## src/rtl/pwm_pkg.sv

```systemverilog
// Shared constants for the PWM output block and the SPI register map that feeds it.
package pwm_pkg;

  localparam int CNT_W = 8;
  localparam logic [CNT_W-1:0] DUTY_FULL = 8'hFF;
  localparam logic [CNT_W-1:0] CNT_MAX   = 8'hFF;

  localparam logic [7:0] ADDR_EN_OUT_7_0  = 8'h00;
  localparam logic [7:0] ADDR_EN_OUT_15_8 = 8'h01;
  localparam logic [7:0] ADDR_EN_PWM_7_0  = 8'h02;
  localparam logic [7:0] ADDR_EN_PWM_15_8 = 8'h03;
  localparam logic [7:0] ADDR_DUTY        = 8'h04;

  // Full scale is special-cased so 0xFF stays high through cnt==255 instead of dropping for one tick.
  function automatic logic pwm_level(input logic [CNT_W-1:0] cnt, input logic [CNT_W-1:0] duty);
    return (duty == DUTY_FULL) ? 1'b1 : (cnt < duty);
  endfunction

endpackage

```

## src/rtl/pwm_timebase.sv

```systemverilog
// Prescaler plus 8-bit free-running PWM counter; flags the 255->0 wrap and
// registers a one-cycle period_start pulse after it.
module pwm_timebase
  import pwm_pkg::*;
#(
  parameter int CLK_DIV = 13
) (
  input  logic             clk_i,
  input  logic             rst_i,
  output logic [CNT_W-1:0] cnt_o,
  output logic             wrap_o,
  output logic             period_start_o
);

  localparam int PRE_W = (CLK_DIV > 1) ? $clog2(CLK_DIV) : 1;
  localparam logic [PRE_W-1:0] PRE_MAX = PRE_W'(CLK_DIV - 1);

  logic [PRE_W-1:0] pre_q, pre_d;
  logic [CNT_W-1:0] cnt_q, cnt_d;
  logic             ps_q;
  logic             tick;

  always_comb begin
    tick   = (pre_q == PRE_MAX);
    wrap_o = tick && (cnt_q == CNT_MAX);
    pre_d  = tick ? '0 : pre_q + 1'b1;
    cnt_d  = tick ? cnt_q + 1'b1 : cnt_q;
  end

  always_ff @(posedge clk_i) begin
    if (rst_i) begin
      pre_q <= '0;
      cnt_q <= '0;
      ps_q  <= 1'b0;
    end else begin
      pre_q <= pre_d;
      cnt_q <= cnt_d;
      ps_q  <= wrap_o;
    end
  end

  assign cnt_o          = cnt_q;
  assign period_start_o = ps_q;

endmodule

```

## src/rtl/pwm_peripheral.sv

```systemverilog
// Drives 16 pad outputs as forced-low, held-high, or a shared PWM waveform,
// with the duty value shadowed so it only changes at a period boundary.
module pwm_peripheral
  import pwm_pkg::*;
#(
  parameter int CLK_DIV = 13
) (
  input  logic        clk,
  input  logic        rst,
  input  logic [7:0]  en_reg_out_7_0,
  input  logic [7:0]  en_reg_out_15_8,
  input  logic [7:0]  en_reg_pwm_7_0,
  input  logic [7:0]  en_reg_pwm_15_8,
  input  logic [7:0]  pwm_duty_cycle,
  output logic [15:0] out,
  output logic        period_start
);

  logic [CNT_W-1:0] cnt;
  logic             wrap;
  logic [CNT_W-1:0] duty_q, duty_d;
  logic [15:0]      out_q, out_d;
  logic [15:0]      en_out, en_pwm;
  logic             pwm_sig;

  pwm_timebase #(.CLK_DIV(CLK_DIV)) u_timebase (
    .clk_i          (clk),
    .rst_i          (rst),
    .cnt_o          (cnt),
    .wrap_o         (wrap),
    .period_start_o (period_start)
  );

  // Output enable dominates; PWM select only matters for enabled bits.
  always_comb begin
    en_out  = {en_reg_out_15_8, en_reg_out_7_0};
    en_pwm  = {en_reg_pwm_15_8, en_reg_pwm_7_0};
    duty_d  = wrap ? pwm_duty_cycle : duty_q;
    pwm_sig = pwm_level(cnt, duty_q);
    out_d   = en_out & (~en_pwm | {16{pwm_sig}});
  end

  always_ff @(posedge clk) begin
    if (rst) begin
      duty_q <= '0;
      out_q  <= '0;
    end else begin
      duty_q <= duty_d;
      out_q  <= out_d;
    end
  end

  assign out = out_q;

endmodule
```

## config.mk

```make
export PLATFORM = sky130hd
export DESIGN_NAME = pwm_peripheral
export DESIGN_NICKNAME = d
export VERILOG_FILES = /design/src/rtl/pwm_pkg.sv /design/src/rtl/pwm_timebase.sv /design/src/rtl/pwm_peripheral.sv
export SDC_FILE = /design/constraint.sdc
export NUM_CORES = 1
export LEC_CHECK = 0
export CAP_MARGIN = 10
export CORE_UTILIZATION = 40
export CTS_CLUSTER_DIAMETER = 50
export CTS_CLUSTER_SIZE = 40
export DETAILED_ROUTE_END_ITERATION = 16
export PLACE_DENSITY = 0.71
export SYNTH_ARGS = -nofsm -noshare
export SYNTH_HDL_FRONTEND = slang
export SYNTH_HIERARCHICAL = 1
export SYNTH_SLANG_ARGS = --single-unit
export TNS_END_PERCENT = 20
```

## constraint.sdc

```tcl
create_clock -name clk -period 3.24 [get_ports clk]
set_input_delay 0.648 -clock clk [delete_from_list [all_inputs] [get_ports clk]]
set_output_delay 0.648 -clock clk [all_outputs]
set_load 0.01 [all_outputs]
```

==> results of run 1 <==
## logic make-up (layout without fill, tap and decap cells)
kind of cell,after synthesis,count (layout),share of synthesized area [%]
AND/OR/NAND/NOR,53,53,18.7
AO/OA/AOI/OAI,37,37,14.5
flip-flops,37,37,46.7
buffers and inverters,17,78,4.74
adder cells (fa/ha/maj),10,10,7.89
multiplexers,10,10,6.31
XOR/XNOR,2,2,1.11
## flip-flops by register name (all words and copies together) (netlist names)
| register | count |
|---|---|
| duty_q | 8 |
| u_timebase/pre_q | 4 |
| u_timebase/cnt_o | 8 |
| u_timebase/period_start_o | 1 |
| out | 16 |
## final cells by class
| cell class | instances | area, um^2 | area share [%] |
|---|---|---|---|
| multi-input combinational | 112 | 769 | 33.2 |
| sequential | 37 | 741 | 31.9 |
| timing repair buffer | 60 | 596 | 25.7 |
| clock buffer | 7 | 86.3 | 3.72 |
| tap | 48 | 60.1 | 2.59 |
| inverter | 10 | 37.5 | 1.62 |
| clock inverter | 1 | 30.0 | 1.29 |
## cell usage in the layout (no fill, tap or decap), drive strengths merged, types with 2 or more instances in the layout
master          n
a21oi          26
buf             2
clkbuf          7
clkdlybuf4s50  58
dfxtp          37
ha             10
inv            10
mux2i          10
nand2           5
nand2b         17
nand4           7
nor2           13
nor3            2
o21a            2
o21ai           4
o31ai           2
or3             3
or4             3
## worst max-delay path, stage by stage, from the launching register on
cell,delay (ps)
dfxtp_1,370
inv_1,60
ha_1,270
o21a_1,110
o22ai_1,80
o32ai_2,890
a21oi_1,170
## worst min path at each step
stage | cells after the start | slack, ps | startpoint | end
after CTS | 1 | 500 | u_timebase/pre_q[0] | u_timebase/pre_q[0]
after detailed placement | 1 | 500 | u_timebase/pre_q[0] | u_timebase/pre_q[0]
after floorplan | 1 | 450 | u_timebase/pre_q[0] | u_timebase/pre_q[0]
final | 1 | 510 | u_timebase/pre_q[0] | u_timebase/pre_q[0]
after global routing | 1 | 530 | u_timebase/pre_q[0] | u_timebase/pre_q[0]
after global placement | 1 | 470 | u_timebase/pre_q[0] | u_timebase/pre_q[0]
## layer usage
metal  vias up  part of all wire (%)  wire [um]
li1        697                     -          -
met1       638                    42       1460
met2        33                    53       1860
met3         4                   4.1        143
met4         0                   1.2         43
met5         -                     0          0
## synth_stat cells
library cell  number
dfxtp_1           37
a21oi_1           26
nand2b_1          17
nor2_1            13
ha_1              10
inv_1             10
mux2i_1           10
nand4_1            6
clkbuf_1           5
nand2_1            5
o21ai_0            4
or3_1              3
or4_1              3
nor3_1             2
o21a_1             2
o31ai_1            2
a2111oi_4          1
and3_2             1
buf_4              1
buf_6              1
nand4_2            1
nor3b_1            1
nor4_1             1
o22ai_1            1
o32ai_2            1
xnor2_1            1
xor2_1             1
## stage by stage
step / setup WS [ps] / hold slack, ps / util (%) / cell area, um^2
after floorplan: 1420 / 449 / - / 1590
after global routing: 924 / 533 / 62.0 / 2320
final: 1130 / 505 / 62.0 / 2320
after CTS: 1100 / 505 / 62.0 / 2320
after global placement: 1050 / 472 / 58.9 / 2200
after detailed placement: 989 / 495 / 58.9 / 2200
## power groups by stage
stage	Combinational (mW)	Sequential [mW]	Clock, mW
floorplan	0.0233	0.485	0
global placement	0.0964	0.481	0
detailed placement	0.0982	0.482	0
CTS	0.0986	0.471	0.421
global route	0.106	0.472	0.448
finish	0.0981	0.471	0.409
==> flow_summary.toml, run 1 <==
[grt]
grt_pass1_vias = 1288
grt_util_met3_pct = 6.51
grt_first_pass_wirelength_mm = 5.66
grt_start_max_net_pins = 33
grt_busiest_layer = "met2"
use_met1_pct = 19.3
antenna_found_initial = 0
track_usage_pct = 18.0
met2_usage_pct = 31.9
grt_overflow_total = 0

[worst_setup_path]
worstPathMaxFanout = 16
rrSetupSlack_ps = 1130
r2r_end = "out[13]"
endpoint_kind = "flip-flop"
crit-reg2reg-launch = "duty_q[3]"
worstPathRequired_ps = 3380
critical_path_class = "reg2reg"
reg2reg_depth = 6
crit_arrival_ps = 2250
critPathCapture = "out[13]"
start_kind = "flip-flop"
crit_start = "duty_q[3]"

[pwr]
power_frac_comb_pct = 10.0
p_switching_uw = 193
p_clk_share_pct = 41.8
powerDensity_nw_per_um2 = 422
ir_worst_vdd_mv = 0.259
power.internal_uw = 785
finalPower_uw = 978
pwr-share-seq_pct = 48.2
swShare_pct = 19.7
leakage_nw = 0.829

[finish]
area_growth_pct = 46.3
fillCellCount = 332
final_cells = 275
fin_nets = 278
antennaDiodeCount = 0
drive_above_1_share_pct = 5.73

[worst_hold_path]
min_path_type = "reg2reg"

[floorplan]
die_width_um = 65.0
start_util_pct = 42.3
core_um2 = 3740
rows = 22
io-pin-count = 59
die_h_um = 65.0
die_area_um2 = 4220

[drt]
antenna_left = 0
firstDrtPassIters = 5
wl_per_cell_um = 12.7
dr.first_iter.drc_count = 44
drc = 0
wl_mm = 3.50
via_count = 1372
vias_per_cell = 4.99

[cts]
cts_sinks = 37
cts_max_level = 2
postCtsHoldBufs = 0
cts_buffer_depth = 2
cts_setup_buffers = 0
tritoncts = "built"
cts_buffers = 5
clk_pin_slew_ps = 70
cts.root.buffer_cell = "clkbuf_8"
clk_latency_ps = 290
cts.repair.resized = 0

[synth]
synth.net_count = 218
synthDistinctLibCells = 27
syn_inst = 166
synth.cell_area_um2 = 1590
synth_top_area_share_pct = 46.7
synth_seq_area_share_pct = 46.7
synth_top_area_cell = "dfxtp_1"
yosys_warnings = 6
synthTopCellsByArea = "dfxtp_1, a21oi_1, ha_1"
ys_seq_elements = 37
postSynthAreaPerCell_um2 = 9.55

[placed_design]
routabilityCongestion = 0.817
port_buffers = 58
dpl.hpwl_mm = 2.61
dp.cells = 267

[sta]
final-max-slew-violation-count = 0
fin_crit_sh_pct = 65.3
rsz0062_at_grt = "no"
relSlewSlack_pct = 31.5
finalSetupViolCount = 0
tightest_slew_ps = 1030
fmax_mhz = 473
tns_ps = 0
fin_crit_ps = 2110
worst_clock_skew_ps = 1.64
final-hold-violation-count = 0

[flow_run]
maxCapViolations = 0

[outcome]
status = "finished, final reports clean"
Note: power is estimated with default switching activity, not from simulation.
==> inputs of run 2 (changes only) <==
- clock period: 3.24 -> 2.2 ns (I/O delays scaled with it)
==> run 2 against run 1 <==
  * Routed wire length grew 2.6%
  * Maximum frequency rose by 16%
  * Critical path type unchanged
  * Non-clock buffer count increased by 2
  * Global-route usage up 0.55 points
  * Via count rose by 2.5%
  * Clock power rose by 35%
  * Flip-flop and latch count did not move
==> flow_summary.toml, run 2 (synthesis gave the netlist of run 1 again) <==
[worst_setup_path]
worstPathMaxFanout = 12
slowest_delay_ps = 350
critical_path.top_delay_family = "simple AND/OR/NAND/NOR gates"
endpoint_kind = "flip-flop"
crit_path_cell_trace = "inv_1 -> ha_1 -> nand4_2 -> nor3_1 -> buf_4 -> mux2i_1 -> nor2_1"
cp_num_buf_inv = 2
cpMaxStageDelayCell = "dfxtp_1"
worstPathRequired_ps = 2380
critical_path_class = "reg2reg"
crit_arrival_ps = 2000
start_kind = "flip-flop"

[grt]
track_usage_pct = 18.6
grt_start_max_net_pins = 17
grt_overflow_total = 0
grt_first_pass_wirelength_mm = 5.98
antenna_found_initial = 0
use_met1_pct = 20.0
met2_usage_pct = 33.5
grt_util_met3_pct = 5.63
grt_busiest_layer = "met2"
grt_pass1_vias = 1407

[sta]
final-hold-violation-count = 0
tns_ps = 0
tightest_slew_ps = 365
setup_ws_ps = 375
fin_crit_ps = 1820
final-max-slew-violation-count = 0
finalSetupViolCount = 0
fmax_mhz = 548
rsz0062_at_grt = "no"
worst_clock_skew_ps = 2.30
relSlewSlack_pct = 75.6
fin_crit_sh_pct = 82.9

[cts]
tritoncts = "built"
postCtsHoldBufs = 0
cts_max_level = 2
cts_buffers = 5
clk_pin_slew_ps = 70
cts.repair.resized = 0
cts.root.buffer_cell = "clkbuf_8"
clk_latency_ps = 280
cts_buffer_depth = 2
cts_sinks = 37
cts_setup_buffers = 0

[pwr]
finalPower_mw = 1.39
leakage_nw = 0.833
ir_worst_vdd_mv = 0.399
powerDensity_nw_per_um2 = 600

[finish]
antennaDiodeCount = 0
drive_above_1_share_pct = 6.58
fin_nets = 280
final_area_um2 = 2320
largest_reg_flops = 16
layout_commonest_cell = "clkdlybuf4s50_1"
final_cell_mix = "clkdlybuf4s50_1, dfxtp_1, a21oi_1"
area_growth_pct = 46.5
fin_util_pct = 62.0
fillCellCount = 332

[worst_hold_path]
min_path_type = "reg2reg"

[drt]
firstDrtPassIters = 4
vias_per_cell = 5.09
via_count = 1406
dr.first_iter.drc_count = 34
drc = 0
wl_per_cell_um = 13.0
antenna_left = 0
wl_mm = 3.60

[floorplan]
core_um2 = 3740
rows = 22
io-pin-count = 59
start_util_pct = 42.3
die_width_um = 65.0
die_area_um2 = 4220
die_h_um = 65.0

[placed_design]
port_buffers = 58
pre_cts_ws_ps = 437
routabilityCongestion = 0.716
dpl.hpwl_mm = 2.77
placedInstanceArea_um2 = 2220

[flow_run]
maxCapViolations = 0

[outcome]
status = "finished, final reports clean"
==> run 2: cell count changes in the layout (fill, tap and decap cells not counted) <==
cell      change
buf_4         +2
clkbuf_1      -1
clkbuf_8      -1
clkinv_2      +1
==> run 2: path summary, 6_finish.rpt <==
check	start	to	slack [ps]	depth (start not counted)
worst max register to register	u_timebase/pre_q[0]	duty_q[0]	380	7
worst min-delay path	u_timebase/cnt_o[7]	u_timebase/cnt_o[7]	510	2
worst min register to register	u_timebase/cnt_o[7]	u_timebase/cnt_o[7]	510	2
worst max-delay path	u_timebase/pre_q[0]	duty_q[0]	380	7
==> run 2: where the power goes <==
group | leakage, nW | switching (mW) | internal (mW)
Clock | 0.0540 | 0.224 | 0.329
Combinational | 0.478 | 0.0449 | 0.102
Sequential | 0.301 | 0.00802 | 0.686
==> run 2: final cells by class <==
type	count	area, um^2	share of cell area, %
timing repair buffer	62	611	26.3
clock buffer	5	68.8	2.96
multi-input combinational	112	769	33.1
inverter	10	37.5	1.62
tap	48	60.1	2.59
sequential	37	741	31.9
clock inverter	2	35.0	1.51
==> run 2: metrics by stage <==
step | cells | hold WS, ps
global route | 276 | 534
global placement | 269 | 472
floorplan | 166 | 449
finish | 276 | 514
detailed placement | 269 | 497
CTS | 276 | 510
==> run 2: layer usage <==
metal	vias up	part of all wire, %	routed length, um
li1	702	-	-
met1	661	41	1480
met2	39	53	1910
met3	4	4.5	160
met4	0	1.2	44
met5	-	0	0
==> run 2: worst reg2reg max path, delay by kind of cell (launching register included) <==
family	cells	cell delay, ps
flip-flops	1	350
buffers and inverters	2	310
AND/OR/NAND/NOR	3	610
multiplexers	1	210
adder cells (fa/ha/maj)	1	240
==> inputs of run 3 (changes only) <==
- clock period: 2.2 -> 1.9 ns (I/O delays scaled with it)
==> run 3 against run 2 <==
  * Global-route usage barely moved
  * Critical endpoint is now duty_q[4]
  * Utilization increased by 0.80 points
  * Cell count stayed put
  * Clock power increased by 27%
  * Clock-buffer cell count increased by 1
  * Sequential share of layout area down 0.41 points
  * First-iteration DRC count fell by 15%
==> flow_summary.toml, run 3 (synthesis gave the netlist of run 1 again) <==
[outcome]
status = "finished, final reports clean"

[drt]
vias_per_cell = 4.99
via_count = 1376
antenna_left = 0
firstDrtPassIters = 4
dr.first_iter.drc_count = 29
drc = 0
wl_per_cell_um = 12.8
wl_mm = 3.52

[finish]
fillCellCount = 343
final_cells = 276
fin_nets = 279
fin_util_pct = 62.8
antennaDiodeCount = 0
seq_area_um2 = 741
largest_reg_flops = 16
final_area_um2 = 2350
drive_above_1_share_pct = 6.58
area_growth_pct = 48.4
layout_commonest_cell = "clkdlybuf4s50_1"
final_cell_mix = "clkdlybuf4s50_1, dfxtp_1, a21oi_1"
multi_input_area_um2 = 778

[grt]
grt_overflow_total = 0
grt_start_max_net_pins = 38
grt_busiest_layer = "met2"
grt_util_met3_pct = 4.40
use_met1_pct = 20.9
grt_first_pass_wirelength_mm = 5.93
met2_usage_pct = 32.2
antenna_found_initial = 0
grt_pass1_vias = 1387
track_usage_pct = 18.5

[sta]
finalSetupViolCount = 0
worst_clock_skew_ps = 6.36
fin_crit_ps = 1760
fin_crit_sh_pct = 92.8
fmax_mhz = 567
final-max-slew-violation-count = 0
tightest_slew_ps = 250
final-hold-violation-count = 0
relSlewSlack_pct = 83.2
tns_ps = 0
setup_ws_ps = 138
rsz0062_at_grt = "no"

[cts]
clk_latency_ps = 290
postCtsHoldBufs = 0
cts.repair.resized = 0
cts_setup_buffers = 0
cts_buffers = 5
cts_buffer_depth = 2
cts_max_level = 2
tritoncts = "built"
clk_pin_slew_ps = 70
cts.root.buffer_cell = "clkbuf_8"
cts_sinks = 37

[placed_design]
placedInstanceArea_um2 = 2220
dp.cells = 268
dpl.hpwl_mm = 2.63
port_buffers = 58
routabilityCongestion = 0.722
pre_cts_ws_ps = 110

[worst_setup_path]
reg2reg_depth = 7
start_kind = "flip-flop"
worstPathMaxFanout = 12
critical_path_class = "reg2reg"
worstPathRequired_ps = 2080
crit_arrival_ps = 1940
endpoint_kind = "flip-flop"

[pwr]
ir_worst_vdd_mv = 0.484
powerDensity_nw_per_um2 = 714
leakage_nw = 0.847

[floorplan]
die_h_um = 65.0
die_width_um = 65.0
die_area_um2 = 4220
io-pin-count = 59
rows = 22
core_um2 = 3740
start_util_pct = 42.3

[flow_run]
maxCapViolations = 0

[worst_hold_path]
hold_depth = 1
min_path_type = "reg2reg"
run 3: cell count changes in the layout (fill, tap and decap cells not counted), sizes merged:
cell      change
buf           -1
clkinvlp      +1
clkbuf        +1
clkinv        -1
run 3: metal layers:
| metal | vias up | routed length [um] |
|---|---|---|
| met5 | - | 0 |
| met4 | 0 | 65 |
| met3 | 6 | 132 |
| met2 | 35 | 1900 |
| met1 | 636 | 1420 |
| li1 | 699 | - |
run 3: final timing paths:
kind	endpoint	slack, ps	startpoint
max	duty_q[4]	140	u_timebase/pre_q[0]
min	u_timebase/pre_q[0]	490	u_timebase/pre_q[0]
max reg2reg	duty_q[4]	140	u_timebase/pre_q[0]
min reg2reg	u_timebase/pre_q[0]	490	u_timebase/pre_q[0]
run 3: layout make-up:
type                            instances  area share (%)
Tap cell                               48            2.55
Clock inverter                          2            1.60
Multi-Input combinational cell        112            33.1
Inverter                               10            1.60
Timing Repair Buffer                   61            26.2
Sequential cell                        37            31.5
Clock buffer                            6            3.51
run 3: power breakdown:
part	total, mW	internal [mW]	leakage (nW)	switching [mW]
Clock	0.702	0.427	0.0574	0.276
Sequential	0.803	0.794	0.301	0.00931
Combinational	0.175	0.120	0.489	0.0545
Total	1.68	1.34	0.847	0.339
run 3: critical path: stages (launching register included):
cell	delay, ps
dfxtp_1	340
inv_1	90
ha_1	280
nand4_4	200
nor3_1	230
buf_4	220
mux2i_1	230
nor2_1	70
run 3: through the flow:
stage          total power, mW  hold WS [ps]
6_report                  1.68           493
3_3_place_gp             0.988           462
4_1_cts                   1.70           500
5_1_grt                   1.75           518
3_5_place_dp             0.995           489
2_1_floorplan            0.867           449
==> patch 1 (flow settings as in run 3) <==
Reset style: asynchronous (`rst` and `rst_i`), changed in 2 clocked blocks.
--- a/src/rtl/pwm_timebase.sv
+++ b/src/rtl/pwm_timebase.sv
@@ -28,5 +28,5 @@
   end
 
-  always_ff @(posedge clk_i) begin
+  always_ff @(posedge clk_i or posedge rst_i) begin
     if (rst_i) begin
       pre_q <= '0;
--- a/src/rtl/pwm_peripheral.sv
+++ b/src/rtl/pwm_peripheral.sv
@@ -41,5 +41,5 @@
   end
 
-  always_ff @(posedge clk) begin
+  always_ff @(posedge clk or posedge rst) begin
     if (rst) begin
       duty_q <= '0;
Check against the original RTL: differs if rst is asserted again (counterexample within 4 cycles, from zero or initial values and one cycle with rst high); with rst held inactive, the same outputs for 10 cycles.
==> patch 1 against run 3 <==
  * Cell area increased by 3.0%
  * Fmax grew 2.2%
  * Core utilization increased by 0.97 points
  * Sequential cell count stayed put
  * Die area grew 3.0%
  * Worst hold slack worse by 0.041 ns
  * Critical path depth down 1
  * Setup slack better by 0.038 ns
  * Area after synthesis up 3.1%
  * Total power is 1.2% lower
  * Routed wire length decreased by 1.3%
  * Global-route usage fell by 0.15 points
  * Largest cell class is now registers
==> patch 1: results (changes against run 3) <==
Outcome
  – Status: finished clean

Logic synthesis
  – Mapped Cells: 135 (-19%)
  – Top cells by count, synth: dfrtp_1 (37), nand2_1 (13), inv_1 (12), a21boi_2 (10), ha_1 (10)
  – Top-area cell type share of the netlist area: 0.567 (+0.0994)
  – Mapped Nets: 187 (-14%)
  – Netlist cell types: 25 (-7.4%)
  – Asr flop ratio synth: 1.00 (+1.00)
  – Seq/Total Area, Yosys: 0.567 (+0.0994)
  – Syn. warnings: 6 (unchanged)
  – Ranking of synthesized cells by area: dfrtp_1 (57%), ha_1 (7.7%), a21boi_2 (6.9%)

Setup path
  – Arrival time of the worst setup path: 1.88 ns (-0.06 ns)
  – Reg-to-reg slack, setup: 0.18 ns (+0.04 ns)
  – Crit path to: out[1]$_DFF_PP0_
  – CP Launch Type: flop
  – CP Max Fanout: 16 (+4)
  – Reg-to-Reg Start: u_timebase/cnt_o[3]$_DFFE_PP0N_
  – Worst flop-to-flop path endpoint: out[1]$_DFF_PP0_
  – Worst reg-to-reg path cell count: 6 (-1)

Placed design
  – Area post-placement: 0.00230 mm2 (+3.5%)
  – Number of port buffers: 58 (unchanged)
  – Gp weighted congestion: 0.786 (+8.8%)
  – Cells after DPL: 243 (-9.3%)
  – Post-DP HPWL: 2710 um (+2.9%)

Global routing
  – Vias in the first global route: 1294 (-6.7%)
  – Total track usage: 0.184 (-0.00149)
  – Largest net degree at the start of global routing: 25 (-34%)
  – Initial antenna violation count: 0 (unchanged)
  – First-pass GRT wire length: 5730 um (-3.3%)

Detailed routing
  – DR vias: 1242 (-9.7%)
  – Vias per cell: 4.95 (-0.75%)
  – Remaining DRCs: 0 (unchanged)
  – Detailed-route wire length per cell: 13.8 um (+8.6%)
  – Initial DRC Count: 42 (+45%)

Pwr
  – Internal power: 1.35 mW (+0.46%)
  – Leakage power: 1.08 nW (+27%)
  – Max IR drop VDD: 0.000558 V (+15%)

STA
  – Final hold slack: 0.452 ns (-0.0407 ns)
  – Clk_skew: 0.00817 ns (+0.00181 ns)
  – Tmin final: 1.72 ns (-0.0383 ns)
  – Final hold violation count: 0 (unchanged)
  – Relative slew margins: 0.664 (-0.168)

Layout
  – Antenna cell count: 0 (unchanged)
  – Final net count: 254 (-9.0%)
  – Number of flip-flops in the largest register: 16 (unchanged)
  – Layout cells sized above 1: 0.133 (+0.0672)

Clock tree
  – Clock Tree Buf Depth: 2 (unchanged)
  – Clk Latency, worst-skew pair: about 0.28 ns
  – H-tree depth: 2 (unchanged)
  – Clk slew on worst S/H paths: 0.07 ns (about the same)
  – Clock root buffer: clkbuf_8

Worst hold path
  – Worst Hold Class: primary input to async pin
patch 1: changes by cell type after synthesis, sizes merged, moves of 8 or more:
| cell | change |
|---|---|
| nand2b | -16 |
| nand2 | +8 |
| dfrtp | +37 |
| dfxtp | -37 |
| mux2i | -10 |
| nor2 | -8 |
| a21oi | -23 |
| a21boi | +16 |
patch 1: kinds of logic (layout without fill, tap and decap cells):
logic type,count (synthesis),after routing,share of synthesized area
fa+ha+maj,10,10,0.0766
flops,37,37,0.567
xor+xnor,8,8,0.0429
mux,1,1,0.00689
compound gates,33,33,0.175
buf+inv,14,82,0.0367
simple gates,32,32,0.0949
patch 1: power by group through the flow:
stage | Combinational, mW | Clock, mW | Sequential [mW]
floorplan | 0.0269 | 0 | 0.834
global placement | 0.164 | 0 | 0.824
detailed placement | 0.166 | 0 | 0.824
CTS | 0.167 | 0.706 | 0.809
global route | 0.177 | 0.750 | 0.810
finish | 0.163 | 0.688 | 0.809
patch 1: critical path, stage by stage (launching register included):
cell      delay (ns)
dfrtp_1         0.45
ha_1            0.31
o21a_1          0.11
o22ai_1         0.09
o32ai_2         0.35
buf_12          0.20
a21boi_0        0.09
patch 1: routing by layer:
metal	GRT usage	wire (um)	up-vias
li1	-	-	598
met1	0.198	1380	583
met2	0.306	1740	56
met3	0.0931	311	5
met4	0.0679	44	0
met5	0	0	-
patch 1: layout make-up:
type | count | area, um2
Fill cell | 290 | 1380
Sequential cell | 37 | 926
Multi-Input combinational cell | 84 | 653
Timing Repair Buffer | 62 | 623
Clock buffer | 7 | 86.3
Tap cell | 48 | 60.1
Inverter | 12 | 45.0
Clock inverter | 1 | 30.0
patch 1: timing repair:
action,in CTS,in global routing
hold buffers,0,0
endpoints found under the setup margin,0,2
setup buffers,0,0
hold endpoints to repair,0,0
gates resized for setup,0,1
==> patch 2 (config.mk and constraints of run 3) <==
Made on the original files. `CLK_DIV` is set to 13 in 2 places; all go to 14.
--- a/src/rtl/pwm_timebase.sv
+++ b/src/rtl/pwm_timebase.sv
@@ -4,5 +4,5 @@
   import pwm_pkg::*;
 #(
-  parameter int CLK_DIV = 13
+  parameter int CLK_DIV = 14
 ) (
   input  logic             clk_i,
--- a/src/rtl/pwm_peripheral.sv
+++ b/src/rtl/pwm_peripheral.sv
@@ -4,5 +4,5 @@
   import pwm_pkg::*;
 #(
-  parameter int CLK_DIV = 13
+  parameter int CLK_DIV = 14
 ) (
   input  logic        clk,
Check against the original RTL: same outputs for any inputs over 10 cycles, from zero or initial values and one cycle with rst high; that may be too few to reach the edited logic, so the function may still have changed.
==> patch 2 against run 3 <==
  * Area after synthesis is 0.32% lower
  * Sequential cell count stayed put
  * Worst hold slack better by 0.012 ns
  * Global-route usage is 0.48 points lower
  * Routed wire length is 3.8% higher
  * Total power is 0.40% lower
  * Setup slack better by 0.055 ns
  * Cell area is 0.27% lower
  * Critical endpoint is now duty_q[2]$_SDFFE_PP0P_
  * Largest cell class unchanged
  * Largest power group unchanged
==> patch 2: results (changes against run 3) <==
Global routing
  – Grt met3 use: 0.0546 (+0.0106)
  – GRT met2 Usage: 0.335 (+0.0130)
  – Total track usage: 0.181 (-0.00479)
  – Vias in the first global route: 1312 (-5.4%)
  – GR Util met1: 0.185 (-0.0237)
  – First-pass GRT wire length: 5700 um (-3.8%)

Clock tree
  – Clock Tree Buf Depth: 2 (unchanged)
  – Post_cts resized: 0 (unchanged)
  – Buffers inserted by post-CTS timing repair: 0 (unchanged)

Setup path
  – CP Max Fanout: 12 (unchanged)
  – Max stage delay on crit path: 0.42 ns (+0.08 ns)
  – Reg-to-reg slack, setup: 0.19 ns (+0.06 ns)
  – Arrival time of the worst setup path: 1.89 ns (-0.05 ns)
  – Worst reg-to-reg path cell count: 6 (-1)
  – Worst flop-to-flop path endpoint: duty_q[2]$_SDFFE_PP0P_

Placed design
  – Post-DP HPWL: 2750 um (+4.4%)
  – Gp weighted congestion: 0.768 (+6.3%)

Logic synthesis
  – Syn. warnings: 6 (unchanged)
  – Ranking of synthesized cells by area: dfxtp_1 (47%), a21oi_1 (8.2%), ha_1 (7.9%)
  – Count leader, synth: dfxtp_1
  – Seq/Total Area, Yosys: 0.469 (+0.00148)
  – Top cells by count, synth: dfxtp_1 (37), a21oi_1 (26), nand2b_1 (17), nor2_1 (13)
  – Mapped Nets: 217 (-0.46%)

Pwr
  – Sequential power share: 0.481 (+0.003)
  – Clock network fraction of total power: 0.417 (about the same)
  – Leakage power: 0.842 nW (-0.57%)
  – Max IR drop VDD: 0.000316 V (-35%)
  – Sw Pwr: 0.332 mW (-2.1%)
  – Combinational Power: 0.171 mW (-2%)

Detailed routing
  – Vias per cell: 5.16 (+3.6%)
  – Metal2 WL: 2020 um (+6.1%)
  – Post-Route M1 WL: 1450 um (+2.0%)
  – Initial DRC Count: 58 (+100%)
  – Detailed-route wire length per cell: 13.3 um (+4.2%)
  – Met3 WL: 163 um (+23%)

Layout
  – Antenna cell count: 0 (unchanged)
  – Final net count: 278 (-0.36%)
  – Layout cells sized above 1: 0.0661 (+0.000290)
  – Fill count: 341 (-0.58%)

STA
  – Pin slew with the least headroom to its limit: 0.285 ns (+0.0353 ns)
  – Accumulated negative setup slack: 0 ns (unchanged)
  – Clk_skew: 0.00432 ns (-0.00204 ns)

Worst hold path
  – HP Start: u_timebase/cnt_o[7]$_SDFFE_PP0P_
  – Hold worst-path end: u_timebase/cnt_o[7]$_SDFFE_PP0P_
  – WHS Path Cells: 2 (+1)

Outcome
  – Status: finished clean
patch 2: area by class of cell:
cell class | instances | area share
sequential | 37 | 0.316
tap | 48 | 0.0256
timing repair buffer | 61 | 0.262
multi-input combinational | 112 | 0.332
inverter | 9 | 0.0144
clock buffer | 7 | 0.0368
clock inverter | 1 | 0.0128
patch 2: per-stage QoR:
stage / setup WS (ns) / utilization / cell area, um2 / std cells / hold slack [ns]
floorplan: 0.0652 / - / 1580 / 165 / 0.457
CTS: 0.0891 / 0.628 / 2330 / 275 / 0.507
global route: 0.0267 / 0.631 / 2350 / 275 / 0.541
global placement: 0.219 / 0.597 / 2220 / 267 / 0.488
detailed placement: 0.106 / 0.597 / 2220 / 267 / 0.496
finish: 0.193 / 0.631 / 2350 / 275 / 0.505
patch 2: logic make-up (layout without fill, tap and decap cells):
| logic type | Yosys count | in the layout | synth area share |
|---|---|---|---|
| muxes | 10 | 10 | 0.0633 |
| adders and majority gates | 10 | 10 | 0.0792 |
| AOI/OAI and AO/OA | 37 | 37 | 0.146 |
| DFF | 37 | 37 | 0.469 |
| and+or+nand+nor | 53 | 53 | 0.187 |
| xor gates and xnor gates | 2 | 2 | 0.0111 |
| buffers and inverters | 16 | 78 | 0.0451 |
patch 2: worst max-delay path by stage:
stage                             end  slack, ns  cells past startpoint
2_1_floorplan  duty_q[0]$_SDFFE_PP0P_       0.07                      7
3_3_place_gp   duty_q[2]$_SDFFE_PP0P_       0.22                      6
3_5_place_dp   duty_q[7]$_SDFFE_PP0P_       0.11                      6
4_1_cts        duty_q[7]$_SDFFE_PP0P_       0.09                      6
5_1_grt        duty_q[7]$_SDFFE_PP0P_       0.03                      6
6_report       duty_q[2]$_SDFFE_PP0P_       0.19                      6
